==> src/rtl/mem_stage_pkg.sv <==
// Shared types for the MEM stage: bundle layouts, FSM states, access sizes
// and LoongArch load/store opcodes (opcodes only with MEM_SUBWORD_EN).
package mem_stage_pkg;

  localparam int MEM_IN_W  = 138;
  localparam int MEM_OUT_W = 103;

`ifdef MEM_SUBWORD_EN
  localparam logic [9:0] OP_LD_B  = 10'b0010100000;
  localparam logic [9:0] OP_LD_H  = 10'b0010100001;
  localparam logic [9:0] OP_LD_W  = 10'b0010100010;
  localparam logic [9:0] OP_ST_B  = 10'b0010100100;
  localparam logic [9:0] OP_ST_H  = 10'b0010100101;
  localparam logic [9:0] OP_ST_W  = 10'b0010100110;
  localparam logic [9:0] OP_LD_BU = 10'b0010101000;
  localparam logic [9:0] OP_LD_HU = 10'b0010101001;
`endif

  typedef enum logic [1:0] {
    S_IDLE,
    S_WAIT,
    S_DONE
  } state_e;

  typedef enum logic [1:0] {
    SZ_B,
    SZ_H,
    SZ_W
  } size_e;

  typedef struct packed {
    logic        valid;
    logic [31:0] pc;
    logic [31:0] ir;
    logic        inst_ld_w;
    logic        mem_we;
    logic        res_from_mem;
    logic        gr_we;
    logic [31:0] rkd;
    logic [4:0]  rf_waddr;
    logic [31:0] result;
  } ex_mem_t;

  typedef struct packed {
    logic        valid;
    logic [31:0] pc;
    logic [31:0] ir;
    logic        gr_we;
    logic [4:0]  rf_waddr;
    logic [31:0] final_result;
  } mem_wb_t;

endpackage

==> src/rtl/mem_stage_if.sv <==
// Data-SRAM bus between the MEM stage (master) and the data memory (slave).
// en/we/addr/wdata issue an access; rdata returns one cycle after a read.
interface mem_stage_if;

  logic        en;
  logic [3:0]  we;
  logic [31:0] addr;
  logic [31:0] wdata;
  logic [31:0] rdata;

  modport master (
    output en,
    output we,
    output addr,
    output wdata,
    input  rdata
  );

  modport slave (
    input  en,
    input  we,
    input  addr,
    input  wdata,
    output rdata
  );

endinterface

==> src/rtl/mem_load_align.sv <==
// Load lane select and extension: rdata, off, size, sign -> data.
// Pass-through unless MEM_SUBWORD_EN is defined.
module mem_load_align
  import mem_stage_pkg::*;
(
  input  logic [31:0] rdata,
  input  logic [1:0]  off,
  input  size_e       size,
  input  logic        sign,
  output logic [31:0] data
);

`ifdef MEM_SUBWORD_EN
  logic [7:0]  b8;
  logic [15:0] h16;

  always_comb begin
    b8 = rdata[7:0];
    unique case (off)
      2'd0: b8 = rdata[7:0];
      2'd1: b8 = rdata[15:8];
      2'd2: b8 = rdata[23:16];
      2'd3: b8 = rdata[31:24];
      default: ;
    endcase
  end

  assign h16 = off[1] ? rdata[31:16] : rdata[15:0];

  always_comb begin
    data = rdata;
    unique case (size)
      SZ_B: data = {{24{sign & b8[7]}}, b8};
      SZ_H: data = {{16{sign & h16[15]}}, h16};
      default: ;
    endcase
  end
`else
  logic unused_sel;

  assign unused_sel = ^{off, size, sign};
  assign data = rdata;
`endif

endmodule

==> src/rtl/mem_stage.sv <==
// MEM stage: issues the data-SRAM access, waits out the read latency,
// forwards to ID and registers MEM->WB. Optional macro: MEM_SUBWORD_EN.
// Ports: clk, rst (sync, active-high), EX_to_MEM_reg, WB_allowin,
// MEM_allowin, data_sram (bus), front_valid/stall/addr/data, MEM_to_WB_reg.
module mem_stage
  import mem_stage_pkg::*;
(
  input  logic                 clk,
  input  logic                 rst,
  input  logic [MEM_IN_W-1:0]  EX_to_MEM_reg,
  input  logic                 WB_allowin,
  output logic                 MEM_allowin,
  mem_stage_if.master          data_sram,
  output logic                 front_valid,
  output logic                 front_stall,
  output logic [4:0]           front_addr,
  output logic [31:0]          front_data,
  output logic [MEM_OUT_W-1:0] MEM_to_WB_reg
);

  ex_mem_t     b;
  mem_wb_t     wb;
  state_e      state;
  size_e       size;
  logic        sign;
  logic        is_ld;
  logic        is_st;
  logic        readygo;
  logic        en;
  logic [3:0]  st_we;
  logic [31:0] st_wdata;
  logic [31:0] hold_rdata;
  logic [31:0] raw;
  logic [31:0] load_data;
  logic [31:0] final_result;
  logic        unused_bits;

  assign b = ex_mem_t'(EX_to_MEM_reg);
  assign unused_bits = b.inst_ld_w;

`ifdef MEM_SUBWORD_EN
  logic [9:0] op;

  assign op = b.ir[31:22];

  always_comb begin
    size = SZ_W;
    sign = 1'b0;
    unique case (1'b1)
      op == OP_LD_B:  begin size = SZ_B; sign = 1'b1; end
      op == OP_LD_H:  begin size = SZ_H; sign = 1'b1; end
      op == OP_LD_BU: size = SZ_B;
      op == OP_LD_HU: size = SZ_H;
      op == OP_ST_B:  size = SZ_B;
      op == OP_ST_H:  size = SZ_H;
      default: ;
    endcase
  end

  always_comb begin
    st_we    = 4'hf;
    st_wdata = b.rkd;
    unique case (size)
      SZ_B: begin
        st_we    = 4'b0001 << b.result[1:0];
        st_wdata = {4{b.rkd[7:0]}};
      end
      SZ_H: begin
        st_we    = b.result[1] ? 4'b1100 : 4'b0011;
        st_wdata = {2{b.rkd[15:0]}};
      end
      default: ;
    endcase
  end
`else
  assign size     = SZ_W;
  assign sign     = 1'b0;
  assign st_we    = 4'hf;
  assign st_wdata = b.rkd;
`endif

  assign is_ld = b.valid & b.res_from_mem;
  assign is_st = b.valid & b.mem_we;

  // only a fresh load in IDLE is not ready; bubbles count as ready
  assign readygo     = (state != S_IDLE) | ~is_ld;
  assign MEM_allowin = ~b.valid | readygo & WB_allowin;

  // strobe only in IDLE so a held access is never re-issued
  assign en = ~rst & (state == S_IDLE) & (is_ld | is_st);

  assign data_sram.en    = en;
  assign data_sram.we    = (en & is_st) ? st_we : 4'h0;
  assign data_sram.addr  = b.result;
  assign data_sram.wdata = st_wdata;

  assign raw = (state == S_DONE) ? hold_rdata : data_sram.rdata;

  mem_load_align u_align (
    .rdata (raw),
    .off   (b.result[1:0]),
    .size  (size),
    .sign  (sign),
    .data  (load_data)
  );

  assign final_result = b.res_from_mem ? load_data : b.result;

  assign front_valid = b.valid & b.gr_we & readygo;
  assign front_stall = b.valid & b.gr_we & b.res_from_mem & ~readygo;
  assign front_addr  = b.rf_waddr;
  assign front_data  = final_result;

  assign wb = '{
    valid:        b.valid,
    pc:           b.pc,
    ir:           b.ir,
    gr_we:        b.gr_we,
    rf_waddr:     b.rf_waddr,
    final_result: final_result
  };

  always_ff @(posedge clk) begin
    if (rst) begin
      state         <= S_IDLE;
      hold_rdata    <= 32'h0;
      MEM_to_WB_reg <= '0;
    end else begin
      if (readygo & WB_allowin) begin
        MEM_to_WB_reg <= wb;
      end
      if (MEM_allowin) begin
        state <= S_IDLE;
      end else begin
        unique case (state)
          S_IDLE: state <= is_ld ? S_WAIT : S_DONE;
          S_WAIT: begin
            hold_rdata <= data_sram.rdata;
            state      <= S_DONE;
          end
          default: state <= S_DONE;
        endcase
      end
    end
  end

endmodule

==> src/flat_wrapper.sv <==
// flat-port wrapper written by rule: the top's interface ports become plain ports
module mem_stage_flat import mem_stage_pkg::*;
  (clk, rst, EX_to_MEM_reg, WB_allowin, MEM_allowin, front_valid, front_stall, front_addr, front_data, MEM_to_WB_reg, data_sram_en, data_sram_we, data_sram_addr, data_sram_wdata, data_sram_rdata);
  mem_stage_if data_sram_i ();
  input  logic clk;
  input  logic rst;
  input  logic [MEM_IN_W-1:0] EX_to_MEM_reg;
  input  logic WB_allowin;
  output logic MEM_allowin;
  output logic front_valid;
  output logic front_stall;
  output logic [4:0] front_addr;
  output logic [31:0] front_data;
  output logic [MEM_OUT_W-1:0] MEM_to_WB_reg;
  output wire logic [$bits(data_sram_i.en)-1:0] data_sram_en;
  output wire logic [$bits(data_sram_i.we)-1:0] data_sram_we;
  output wire logic [$bits(data_sram_i.addr)-1:0] data_sram_addr;
  output wire logic [$bits(data_sram_i.wdata)-1:0] data_sram_wdata;
  input wire logic [$bits(data_sram_i.rdata)-1:0] data_sram_rdata;
  assign data_sram_en = data_sram_i.en;
  assign data_sram_we = data_sram_i.we;
  assign data_sram_addr = data_sram_i.addr;
  assign data_sram_wdata = data_sram_i.wdata;
  assign data_sram_i.rdata = data_sram_rdata;
  mem_stage u_core (.clk(clk), .rst(rst), .EX_to_MEM_reg(EX_to_MEM_reg), .WB_allowin(WB_allowin), .MEM_allowin(MEM_allowin), .data_sram(data_sram_i), .front_valid(front_valid), .front_stall(front_stall), .front_addr(front_addr), .front_data(front_data), .MEM_to_WB_reg(MEM_to_WB_reg));
endmodule
==> config.mk <==
export PLATFORM = sky130hd
export DESIGN_NAME = mem_stage_flat
export DESIGN_NICKNAME = d
export VERILOG_FILES = /design/src/rtl/mem_stage_pkg.sv /design/src/rtl/mem_stage_if.sv /design/src/rtl/mem_load_align.sv /design/src/rtl/mem_stage.sv /design/src/flat_wrapper.sv
export SDC_FILE = /design/constraint.sdc
export NUM_CORES = 1
export LEC_CHECK = 0
export ABC_CLOCK_PERIOD_IN_PS = 1500
export BUFFER_PORTS_ARGS = -buffer_cell sky130_fd_sc_hd__buf_2
export CAP_MARGIN = 10
export CORE_AREA = 2 2 150 152
export CTS_CLUSTER_SIZE = 14
export DETAILED_ROUTE_END_ITERATION = 8
export DIE_AREA = 0 0 152 154
export GPL_TIMING_DRIVEN = 0
export SYNTH_ARGS = -nofsm -noshare
export SYNTH_HDL_FRONTEND = slang
export SYNTH_SLANG_ARGS = --single-unit
==> constraint.sdc <==
create_clock -name clk -period 1.5 [get_ports clk]
set_clock_uncertainty 0.2 [all_clocks]
set_input_delay 0.075 -clock clk [delete_from_list [all_inputs] [get_ports clk]]
set_output_delay 0.075 -clock clk [all_outputs]
set_load 0.01 [all_outputs]
* Word level (Yosys, flattened, before mapping)
Index checks and enable logic that the tools add are counted.
** Cells by class
- Eq/ne operators :: 2
- Mux-type cells :: 5
- Reduce and logical (&&, ||, !) cells :: 5
- Bitwise gates (word level) :: 19
** Operator list (number)
- 2-to-1 mux 32 bit :: 2
- bitwise AND 1 bit :: 10
- NOT 1 bit :: 6
- 2-to-1 mux 2 bit :: 2
- 2-to-1 mux 4 bit :: 1
- bitwise OR 1 bit :: 3
- OR reduction 3 bit :: 1
- == test 2 x 1 -> 1 bit (second input constant) :: 1
- == test 2 bit (second input constant) :: 1
- zero test 2 bit :: 1
- AND reduction 2 bit :: 1
- nonzero test 2 bit :: 1
- OR reduction 2 bit :: 1
** Word-level totals
- Output and inout port bits :: 212
- Input bits :: 173
- Flip-flop bits (word level) :: 137
- Word-level logic and storage cells :: 35

* Logic depth before layout (Yosys ltp)
- Depth after elaboration :: 7
- Depth in mapped cells :: 6
- Gate-level depth less buffers :: 3

* Hierarchy
Synthesis repeated with hierarchy kept, for this count alone.
** Second synthesis, totals
- Cell total of the unflattened synthesis :: 804
- Area total of the unflattened synthesis :: 7478.4 um^2
** Modules (own cells, without submodules)
- mem_stage :: times used 1, area each 7238.2 um^2, cells an instance 772, seq. area each 2742.6 um^2
- mem_load_align :: times used 1, area each 240.2 um^2, cells an instance 32, seq. area each 0.0 um^2

* Worst setup path before layout
No wires, ideal clock.
- Kind :: register -> output
- Start point :: register u_core.state[1]
- End point :: output data_sram_we[1]
- Cell stages (with the launch flop) :: 5
- Arrival :: 1559 ps
- Slack :: -334 ps
- Cells stage by stage :: dfxtp_1 -> buf_4 -> buf_2 -> nor4b_1 -> buf_4
** Between the ends
- Word-level cells in the longest chain between the ends :: 5
** Ends and longest elaborated chain
- start: declaration :: RTL line mem_stage.sv:23 : state_e state;
- start signal: assignment :: RTL line mem_stage.sv:136 : S_IDLE: state <= is_ld ? S_WAIT : S_DONE;
- zero test 2 bit :: RTL line mem_stage.sv:90 : assign en = ~rst & (state == S_IDLE) & (is_ld | is_st);
- bitwise AND 1 bit (2 in series) :: RTL line mem_stage.sv:90
- bitwise AND 1 bit :: RTL line mem_stage.sv:93 : assign data_sram.we = (en & is_st) ? st_we : 4'h0;
- 2-to-1 mux 4 bit :: RTL line mem_stage.sv:93
- end: declaration :: RTL line flat_wrapper.sv:16 : output wire logic [$bits(data_sram_i.we)-1:0] data_sram_we;
No other way between the ends.

* Worst setup path in the final report
- Start point :: register u_core.state[0]
- End point :: output front_data[22]
** Between the ends
- Word-level cells in the longest chain between the ends :: 3
** Ends and longest elaborated chain
- == test 2 bit :: RTL line mem_stage.sv:97 : assign raw = (state == S_DONE) ? hold_rdata : data_sram.rdata;
- 2-to-1 mux 32 bit :: RTL line mem_stage.sv:97
- 2-to-1 mux 32 bit :: RTL line mem_stage.sv:107 : assign final_result = b.res_from_mem ? load_data : b.result;
- end: declaration :: RTL line flat_wrapper.sv:13 : output logic [31:0] front_data;
No other way between the ends.

==> results.py <==
metrics = {
    "outcome": {
        "result_of_the_run": "complete, but fails checks",
        "failed_checks": "hold timing, setup timing",
    },
    "sta": {
        "final-hold-violation-count": 1,
        "fin_tns_setup_ns": -70.40,
        "min_period_ns": 2.08,
        "rsz0062_at_grt": "yes",
        "max_freq_mhz": 481,
        "hold_ws_ns": -0.0441,
        "slew_headroom_pct": 61.5,
        "worst_slack_ns": -0.579,
        "max_slew.worst_pin.slew_ns": 0.578,
        "final_min_period_over_clock_period_pct": 139,
        "slew_viol_final": 0,
        "final-setup-viol-count": 176,
    },
    "detailed_routing": {
        "routed_wire_length_per_instance_um": 16.3,
        "route.vias.total": 7227,
        "ant_nets": 0,
        "drt-pass1-iter-count": 4,
        "drt-initial-drc-count": 230,
        "detail_route.drc_violations": 0,
        "wl_um": 25700,
        "post_drt_via_cell_ratio": 4.59,
    },
    "die": {
        "chipWidth_um": 152,
        "design.portCount": 385,
        "dieHeight_um": 154,
        "floorplan.rows": 54,
        "initial_utilization_pct": 32.8,
        "core_area_um2": 21700,
        "design.die.area_um2": 23400,
    },
    "final_layout": {
        "finalInstanceArea_um2": 12600,
        "mostFrequentLayoutCell": "sky130_fd_sc_hd__buf_2",
        "syn2layout_area_growth_pct": 77.1,
        "antenna_cells_inserted": 0,
        "fin_util_pct": 58.2,
        "number_of_flip_flops_under_the_largest_register_name": 103,
        "layout-drive-gt1-share_pct": 49.3,
        "layout.cells.most_common_list": "sky130_fd_sc_hd__buf_2 (353), sky130_fd_sc_hd__nand2b_1 (140), sky130_fd_sc_hd__dfxtp_1 (135), sky130_fd_sc_hd__dlygate4sd3_1 (107), sky130_fd_sc_hd__buf_4 (89)",
        "finalNetCount": 1456,
    },
    "yosys": {
        "ys.flop_type": "sky130_fd_sc_hd__dfxtp_1",
        "synth_seq_cells": 137,
        "post_synth.cell_area_avg_um2": 9.38,
        "synth_edf_count": 0,
        "syn-num-nets": 932,
        "syn-instance-count": 759,
        "synth_area_um2": 7120,
        "async_flop_share_pct": 0,
        "synth_unique_cells": 30,
        "synth-warning-count": 0,
        "synth_sequential_area_ratio_pct": 38.5,
    },
    "power": {
        "power_density_nw_per_um2": 874,
        "vdd_drop_max_uv": 640,
        "leakage_nw": 5.81,
        "power_after_layout_w": 0.0110,
    },
    "cts": {
        "clk-insertion-delay-late_ns": 0.41,
        "cts_tree": "built",
        "clkSinkCount": 137,
        "holdBufCountCts": 107,
        "cts_made_buffers": 17,
        "clkTransAtPathRegs_ns": 0.06,
        "ctsLongestPathBuffers": 2,
        "cts.root.buffer_cell": "sky130_fd_sc_hd__clkbuf_16",
        "ctsHtreeMaxLevel": 4,
    },
    "worst_setup_path": {
        "cp_top_family": "buffers and inverters",
        "crit_path_max_incr_delay_ns": 0.34,
        "startpoint_type": "flip-flop",
        "timing_worst_setup_path_type": "flip-flop to output pin",
        "worstPathMaxFanout": 10,
        "critical_path.slowest_cell": "sky130_fd_sc_hd__a311oi_4",
        "ff_to_ff_start": "u_core.state[0]$_SDFF_PP0_",
        "worst-endpoint-arrival_ns": 1.80,
        "setup.worst_path.end_class": "output pin",
        "critPathRequiredTime_ns": 1.22,
        "worst-path-buf-inv": 3,
        "cp-startpoint": "u_core.state[0]$_SDFF_PP0_",
        "worstPathCellList": "buf_8 > nand2b_4 > buf_6 > a311oi_4 > buf_2",
    },
    "global_routing": {
        "maximum_number_of_pins_on_one_net_before_global_route_repair": 17,
        "grt_first_pass_wirelength_um": 39800,
        "track_usage_pct": 21.0,
        "grt_antenna_before_repair": 2,
        "grt_overflow": 0,
        "first_global_vias": 7320,
    },
    "placement": {
        "placement.cell_area_um2": 9640,
        "i_o_buffers": 350,
        "detailedPlacementHpwl_um": 17700,
        "gp_routability_congestion": 0.767,
        "dp_slack_ns": -0.340,
    },
    "min_path": {
        "hold_path.startpoint": "EX_to_MEM_reg[70]",
        "timing.hold.worst.class": "input pin to flip-flop",
    },
    "flow_run": {
        "max_cap_violations": 0,
    },
}
==> area by class of cell <==
| cell class | instances | area, um2 |
|---|---|---|
| Tap cell | 280 | 350 |
| Sequential cell | 137 | 2750 |
| Fill cell | 1868 | 9070 |
| Buffer | 131 | 1110 |
| Clock inverter | 13 | 169 |
| Inverter | 32 | 120 |
| Multi-Input combinational cell | 455 | 3990 |
| Timing Repair Buffer | 509 | 3700 |
| Clock buffer | 19 | 433 |
==> cells in the mapped netlist, types with 5 or more instances <==
library cell | n | area, um2
sky130_fd_sc_hd__nand2b_1 | 141 | 882
sky130_fd_sc_hd__a21oi_1 | 33 | 165
sky130_fd_sc_hd__dfxtp_1 | 137 | 2740
sky130_fd_sc_hd__buf_2 | 19 | 95.1
sky130_fd_sc_hd__a22o_2 | 10 | 100
sky130_fd_sc_hd__mux2i_1 | 70 | 701
sky130_fd_sc_hd__buf_4 | 81 | 608
sky130_fd_sc_hd__clkbuf_1 | 23 | 86.3
sky130_fd_sc_hd__a22o_1 | 22 | 193
sky130_fd_sc_hd__nor4bb_1 | 6 | 60.1
sky130_fd_sc_hd__nor2_1 | 35 | 131
sky130_fd_sc_hd__buf_6 | 11 | 124
sky130_fd_sc_hd__and4bb_1 | 5 | 62.6
sky130_fd_sc_hd__inv_1 | 32 | 120
sky130_fd_sc_hd__and4bb_2 | 23 | 288
sky130_fd_sc_hd__a311oi_1 | 14 | 123
sky130_fd_sc_hd__nand2_1 | 65 | 244
sky130_fd_sc_hd__a311oi_2 | 18 | 270
==> cell families after synthesis <==
group	synth area share, %
AOI/OAI and AO/OA	12.2
and+or+nand+nor	24.9
muxes	9.84
DFF	38.5
buffers and inverters	14.6
==> worst register-to-register path, delay by kind of cell (launching register included) <==
family | cells | cell delay (ns)
buffers and inverters | 7 | 0.86
DFF | 1 | 0.33
muxes | 1 | 0.11
and+or+nand+nor | 2 | 0.43
==> power breakdown <==
group	internal (W)	total, W	switching, W
clock network	0.00264	0.00441	0.00177
logic	0.00149	0.00266	0.00117
registers	0.00385	0.00396	0.000113
==> timing repair <==
action,4_1_cts,5_1_grt
endpoints found under the setup margin,172,176
hold endpoints to repair,133,1
gates resized for setup,80,56
pin swaps,17,27
buffers inserted,23,17
cloned,12,4
==> routing by layer <==
metal | vias to the layer above | routed length [um] | GRT usage (%)
li1 | 3547 | - | -
met5 | - | 13 | 0
met4 | 2 | 238 | 4.94
met2 | 246 | 13300 | 38.5
met3 | 19 | 1640 | 6.00
met1 | 3413 | 10500 | 24.3
==> path summary, 6_finish.rpt <==
path | endpoint | slack (ns) | cells after the start
worst max-delay path | front_data[22] | -0.58 | 5
worst min-delay path | u_core.state[0]$_SDFF_PP0_ | -0.04 | 3
worst max register to register | u_core.MEM_to_WB_reg[33]$_SDFFE_PP0P_ | -0.54 | 10
worst min register to register | u_core.hold_rdata[31]$_SDFFE_PP0P_ | 0.25 | 2
==> metrics by stage <==
stage / hold slack [ns] / cells
global route: -0.0508 / 1576
CTS: -0.0721 / 1560
global placement: 0.129 / 1389
detailed placement: 0.134 / 1389
finish: -0.0441 / 1576
floorplan: -0.0489 / 759
Power figures use the tool's default switching activity.
